$ cat src/rtl/fifo_arb_defs_pkg.sv
// Shared definitions for the FIFO write arbiter.
//   arb_state_e : arbiter FSM state encoding (ST_IDLE = 0, ST_BURST = 1)
//   STAT_W      : width of the optional per-requester accepted-word counters
//   clog2()     : index width helper, never returns less than 1
package fifo_arb_defs;

    typedef enum logic {
        ST_IDLE  = 1'b0,
        ST_BURST = 1'b1
    } arb_state_e;

    localparam int unsigned STAT_W = 16;

    // Bits needed to index 'value' items; at least 1 so single-item vectors stay legal.
    function automatic int unsigned clog2(input int unsigned value);
        int unsigned result;
        result = 0;
        while ((64'd1 << result) < 64'(value)) begin
            result++;
        end
        return (result == 0) ? 1 : result;
    endfunction

endpackage

$ cat src/rtl/fifo_wr_arbiter_rr_pick.sv
// Combinational round-robin picker.
//   req    in   NREQ  request vector
//   rr_ptr in   IW    highest-priority index; search runs rr_ptr, rr_ptr+1, ... mod NREQ
//   idx    out  IW    first requesting index found (0 when none)
//   found  out  1     at least one request is set
module rr_pick
    import fifo_arb_defs::*;
#(
    parameter int unsigned NREQ = 4,
    parameter int unsigned IW   = clog2(NREQ)
) (
    input  logic [NREQ-1:0] req,
    input  logic [IW-1:0]   rr_ptr,
    output logic [IW-1:0]   idx,
    output logic            found
);

    int unsigned    cand;
    logic [IW-1:0]  cand_idx;

    always_comb begin
        idx      = '0;
        found    = 1'b0;
        cand     = 0;
        cand_idx = '0;
        for (int unsigned k = 0; k < NREQ; k++) begin
            cand     = (32'(rr_ptr) + k) % NREQ;
            cand_idx = cand[IW-1:0];
            if (!found && req[cand_idx]) begin
                idx   = cand_idx;
                found = 1'b1;
            end
        end
    end

endmodule

$ cat src/rtl/fifo_wr_arbiter.sv
// Round-robin write arbiter sharing one FIFO write port among NREQ requesters.
// A requester wins a burst of up to MAX_BURST words; every burst is followed by one
// IDLE cycle in which the next owner is picked starting after the previous owner.
// Optional feature macro: FIFO_ARB_STATS_EN adds per-requester accepted-word counters.
// Ports:
//   clk       in   1            write clock (FIFO clk_in)
//   arst      in   1            asynchronous reset, active-high
//   req       in   NREQ         requester i has a valid word on its req_data slice
//   req_data  in   NREQ*N       flattened requester data, slice i = [i*N +: N]
//   gnt       out  NREQ         one-hot, word of requester i accepted this cycle
//   full      in   1            FIFO full
//   w_en      out  1            FIFO write enable (= |gnt)
//   data_in   out  N            FIFO write data (owner's slice while busy, else 0)
//   busy      out  1            burst in progress
//   owner     out  clog2(NREQ)  current / last burst owner
//   stat_clr  in   1            (FIFO_ARB_STATS_EN) synchronous counter clear
//   stat_cnt  out  NREQ*16      (FIFO_ARB_STATS_EN) accepted-word counts, slice i per requester
module fifo_wr_arbiter
    import fifo_arb_defs::*;
#(
    parameter int unsigned NREQ      = 4,
    parameter int unsigned N         = 8,
    parameter int unsigned MAX_BURST = 4
) (
    input  logic                      clk,
    input  logic                      arst,
    input  logic [NREQ-1:0]           req,
    input  logic [NREQ*N-1:0]         req_data,
    output logic [NREQ-1:0]           gnt,
    input  logic                      full,
    output logic                      w_en,
    output logic [N-1:0]              data_in,
    output logic                      busy,
    output logic [clog2(NREQ)-1:0]    owner
`ifdef FIFO_ARB_STATS_EN
    ,
    input  logic                      stat_clr,
    output logic [NREQ*STAT_W-1:0]    stat_cnt
`endif
);

    localparam int unsigned OW = clog2(NREQ);
    localparam int unsigned BW = clog2(MAX_BURST);
    localparam logic [OW-1:0] LAST_REQ  = OW'(NREQ - 1);
    localparam logic [BW-1:0] LAST_BEAT = BW'(MAX_BURST - 1);

    arb_state_e     state_q, state_d;
    logic [OW-1:0]  owner_q, owner_d;
    logic [OW-1:0]  rr_ptr_q, rr_ptr_d;
    logic [BW-1:0]  beat_q, beat_d;
    logic [OW-1:0]  pick_idx;
    logic           pick_found;
    logic [OW-1:0]  owner_inc;
    logic           owner_req;
    logic           accept;

    rr_pick #(
        .NREQ (NREQ),
        .IW   (OW)
    ) u_rr_pick (
        .req    (req),
        .rr_ptr (rr_ptr_q),
        .idx    (pick_idx),
        .found  (pick_found)
    );

    // Explicit wrap so non-power-of-2 NREQ works.
    assign owner_inc = (owner_q == LAST_REQ) ? '0 : owner_q + OW'(1);
    assign owner_req = req[owner_q];
    assign busy      = (state_q == ST_BURST);
    assign accept    = busy & owner_req & ~full;
    assign w_en      = accept;
    assign owner     = owner_q;

    always_comb begin
        gnt          = '0;
        gnt[owner_q] = accept;
    end

    always_comb begin
        data_in = '0;
        if (busy) begin
            data_in = req_data[owner_q * N +: N];
        end
    end

    always_comb begin
        state_d  = state_q;
        owner_d  = owner_q;
        rr_ptr_d = rr_ptr_q;
        beat_d   = beat_q;
        unique case (state_q)
            ST_IDLE: begin
                if (pick_found) begin
                    owner_d = pick_idx;
                    beat_d  = '0;
                    state_d = ST_BURST;
                end
            end
            ST_BURST: begin
                if (!owner_req) begin
                    // Owner ran dry: end the burst early, nothing granted this cycle.
                    state_d  = ST_IDLE;
                    rr_ptr_d = owner_inc;
                end else if (!full) begin
                    if (beat_q == LAST_BEAT) begin
                        state_d  = ST_IDLE;
                        rr_ptr_d = owner_inc;
                    end else begin
                        beat_d = beat_q + BW'(1);
                    end
                end
                // req & full: stall with beat count held.
            end
            default: state_d = ST_IDLE;
        endcase
    end

    always_ff @(posedge clk or posedge arst) begin
        if (arst) begin
            state_q  <= ST_IDLE;
            owner_q  <= '0;
            rr_ptr_q <= '0;
            beat_q   <= '0;
        end else begin
            state_q  <= state_d;
            owner_q  <= owner_d;
            rr_ptr_q <= rr_ptr_d;
            beat_q   <= beat_d;
        end
    end

`ifdef FIFO_ARB_STATS_EN
    logic [STAT_W-1:0] stat_q [NREQ];

    // Clear takes priority over a same-cycle grant; counters wrap naturally.
    always_ff @(posedge clk or posedge arst) begin
        if (arst) begin
            for (int unsigned i = 0; i < NREQ; i++) begin
                stat_q[i] <= '0;
            end
        end else if (stat_clr) begin
            for (int unsigned i = 0; i < NREQ; i++) begin
                stat_q[i] <= '0;
            end
        end else begin
            for (int unsigned i = 0; i < NREQ; i++) begin
                if (gnt[i]) begin
                    stat_q[i] <= stat_q[i] + STAT_W'(1);
                end
            end
        end
    end

    always_comb begin
        stat_cnt = '0;
        for (int unsigned i = 0; i < NREQ; i++) begin
            stat_cnt[i*STAT_W +: STAT_W] = stat_q[i];
        end
    end
`else
    // Statistics counters not built.
`endif

endmodule

$ cat config.mk
export PLATFORM = sky130hd
export DESIGN_NAME = fifo_wr_arbiter
export DESIGN_NICKNAME = d
export VERILOG_FILES = /design/src/rtl/fifo_arb_defs_pkg.sv /design/src/rtl/fifo_wr_arbiter_rr_pick.sv /design/src/rtl/fifo_wr_arbiter.sv
export SDC_FILE = /design/constraint.sdc
export NUM_CORES = 1
export LEC_CHECK = 0
export CAP_MARGIN = 20
export CORE_MARGIN = 5
export CORE_UTILIZATION = 57
export DETAILED_ROUTE_END_ITERATION = 16
export DONT_BUFFER_PORTS = 1
export GPL_TIMING_DRIVEN = 0
export MAX_ROUTING_LAYER = met4
export PLACE_DENSITY = 0.72
export SLEW_MARGIN = 15
export SYNTH_ARGS = -nofsm -noshare
export SYNTH_HDL_FRONTEND = slang
export SYNTH_SLANG_ARGS = --single-unit
$ cat constraint.sdc
create_clock -name clk -period 2.3 [get_ports clk]
set_input_delay 0.345 -clock clk [delete_from_list [all_inputs] [get_ports clk]]
set_output_delay 0.345 -clock clk [all_outputs]
set_load 0.05 [all_outputs]
==> results.sh <==
export IMPL_p_sw_frac=0.588
export IMPL_rrSetupSlack_ns=0.25
export IMPL_fin_area_um2=847
export IMPL_hpwl_um=1490
export IMPL_rsz0062_at_grt="true"
export IMPL_power_share_clock=0.077
export IMPL_numCtsBuffers=3
export IMPL_tritoncts="built"
export IMPL_netlist_area_leader_share=0.261
export IMPL_clk_latency_ns=0.25
export IMPL_drt_pass1_iterations=5
export IMPL_finalCritPeriodShare=1.12
export IMPL_crit_path_max_fanout=6
export IMPL_p_leak_nw=0.358
export IMPL_syn_area_per_cell_um2=10.4
export IMPL_wl_per_cell_um=17.9
export IMPL_grt_total_usage=0.166
export IMPL_cp_cell_sequence="mux4_2, nor3b_4, and2_4"
export IMPL_yosysTopAreaCell="mux4_2"
export IMPL_wl_um=1700
export IMPL_critPathMaxStageDelay_ns=0.65
export IMPL_htreeDepth=1
export IMPL_synth_edf_count=0
export IMPL_p_per_area_mw_per_mm2=1660
export IMPL_cp_end_kind="output port"
export IMPL_max_slew_margin=0.500
export IMPL_vias_per_cell=6.34
export IMPL_gp_congestion=0.727
export IMPL_r2r_start="owner[0]"
export IMPL_io_buffer_count=0
export IMPL_hold_viol_final=0
export IMPL_netlist_instances=75
export IMPL_initialDrtViolationCount=7
export IMPL_drtAntennaViolNets=0
export IMPL_hold_path_class="in2reg"
export IMPL_clock_root_buffer="clkbuf_4"
export IMPL_placementRows=13
export IMPL_vias=602
export IMPL_seqCellArea_um2=179
export IMPL_finalCriticalPeriod_ns=2.58
export IMPL_io_pins=55
export IMPL_yosysWarnings=0
export IMPL_cts_reportedPaths_clkPinSlew_ns=0.05
export IMPL_grt_pass1_wl_um=2480
export IMPL_fin_ws_ns=-0.281
export IMPL_r2r_end="beat_q[0]"
export IMPL_area_delta_synth_final_pct=9.02
export IMPL_min_from="req[3]"
export IMPL_synth_top_flop_cell="dfrtp_1"
export IMPL_async_reset_ff_frac=1.00
export IMPL_die_width_um=46.9
export IMPL_violations="setup timing"
export IMPL_synth_area_um2=777
export IMPL_globalRouteOverflowTotal=0
export IMPL_p_int_mw=0.579
export IMPL_ys_seq_elements=7
export IMPL_setup_viol=11
export IMPL_holdPathEnd="busy"
export IMPL_tightest_slew_ns=0.749
export IMPL_critPathKind="reg2out"
export IMPL_antenna_found_initial=0
export IMPL_ys_seq_area_frac=0.225
export IMPL_max_freq_ghz=0.387
export IMPL_dieHeight_um=46.9
export IMPL_slew_violations=0
export IMPL_clock_sinks=7
export IMPL_drcViolationCount=0
export IMPL_maxCapViolCount=0
export IMPL_syn_num_nets=119
export IMPL_yosysUniqueCellTypes=26
export IMPL_status="finished with violations"
export IMPL_synth_area_leaders="mux4_2 (26%), dfrtp_1 (23%), and2_1 (9.7%)"
export IMPL_holdPathStages=2
export IMPL_crit_arrival_ns=2.24
export IMPL_dieArea_mm2=0.00220
export IMPL_final_cell_mix="mux4_2 (9), and2_1 (8), inv_1 (7)"
export IMPL_critPathSlowestCell="nor3b_4"
export IMPL_layout_commonest_cell="mux4_2"
export IMPL_p_sw_mw=0.827
export IMPL_nets=125
export IMPL_coreArea_mm2=0.00130
export IMPL_p_total_mw=1.41
export IMPL_reg2reg_depth=4
export IMPL_clock_path_buffers=2
export IMPL_diodes=0
export IMPL_grt_max_degree=12
export IMPL_multi_input_area_um2=577
export IMPL_dpl_instance_area_um2=803
export IMPL_power_combinational_fraction=0.662
export IMPL_cp_required_ns=1.96
export IMPL_fin_skew_ns=0.00555
export IMPL_vdd_drop_max_v=0.000716
export IMPL_critPathLaunchType="flip-flop"
export IMPL_drive_above_1_share=0.300
export IMPL_n_fill_cell=110
export IMPL_grt_pass1_vias=562
export IMPL_p_seq_frac=0.260
export IMPL_initial_core_util=0.597
==> critical path, delay by kind of cell (launching register included) <==
| family | cells | cell delay (ns) |
|---|---|---|
| AND/OR/NAND/NOR | 2 | 1.01 |
| multiplexers | 1 | 0.42 |
| flip-flops | 1 | 0.55 |
==> kinds of logic after synthesis <==
group                      count (synthesis)  synth area share
buffers and inverters                      9            0.0451
muxes                                     12             0.300
AOI/OAI and AO/OA                         13             0.122
adders and majority gates                  5            0.0805
and+or+nand+nor                           29             0.227
DFF                                        7             0.225
==> per-stage QoR <==
| step | worst slack (ns) | setup TNS [ns] | hold slack (ns) | std cells | util |
|---|---|---|---|---|---|
| final | -0.281 | -1.81 | 0.304 | 95 | 0.651 |
| after detailed placement | -0.153 | -0.604 | 0.173 | 90 | 0.617 |
| after global placement | -0.147 | -0.588 | 0.171 | 90 | 0.617 |
| after global routing | -0.386 | -2.88 | 0.309 | 95 | 0.651 |
| after floorplan | 0.0281 | 0 | 0.148 | 75 | - |
| after CTS | -0.302 | -2.08 | 0.294 | 95 | 0.651 |
==> routing by layer <==
metal / wire length [µm] / global-route usage / up-vias
li1: - / - / 289
met1: 581 / 0.168 / 270
met2: 870 / 0.304 / 41
met3: 242 / 0.0498 / 2
met4: 10 / 0.0497 / 0
met5: 0 / - / -
==> power by group through the flow <==
stage	combinational, mW	sequential [mW]	clock, mW
floorplan	0.841	0.341	0
global placement	0.913	0.363	0
detailed placement	0.925	0.370	0
CTS	0.943	0.371	0.112
global route	1.00	0.379	0.124
finish	0.932	0.366	0.109
==> worst max-delay path by stage <==
stage	endpoint	cells after the start	from
2_1_floorplan	gnt[0]	3	owner[0]
3_3_place_gp	gnt[0]	3	busy
3_5_place_dp	gnt[3]	3	busy
4_1_cts	gnt[3]	3	owner[0]
5_1_grt	gnt[1]	3	owner[0]
6_report	gnt[3]	3	owner[0]
==> state kept, by name, indices dropped and copies added, names as in the netlist <==
register,flops
beat_q,2
owner,2
rr_ptr_q,2
busy,1
==> cell type report <==
class                   instances  share of cell area
well taps                      15              0.0222
multi-input cells              59               0.681
flip-flops and latches          7               0.211
clock buffers                   4              0.0310
plain buffers                   2              0.0118
repair buffers                  1              0.0118
inverters                       7              0.0310
==> cells in the mapped netlist (all sizes together), types with 2 or more instances <==
cell,instances
dfrtp,7
nor2,2
nand2b,2
a21oi,2
nor2b,2
inv,7
nand3b,2
ha,5
nand2,6
and2,12
o21ai,4
mux4,9
mux2i,3
==> repair_timing <==
item / CTS / global route
setup endpoints to repair: 12 / 12
hold endpoints to repair: 7 / 0
gates resized for setup: 6 / 0
hold buffers: 1 / 0
pin swaps: 1 / 0
buffers inserted: 0 / 0
(Power assumes the default switching activity.)
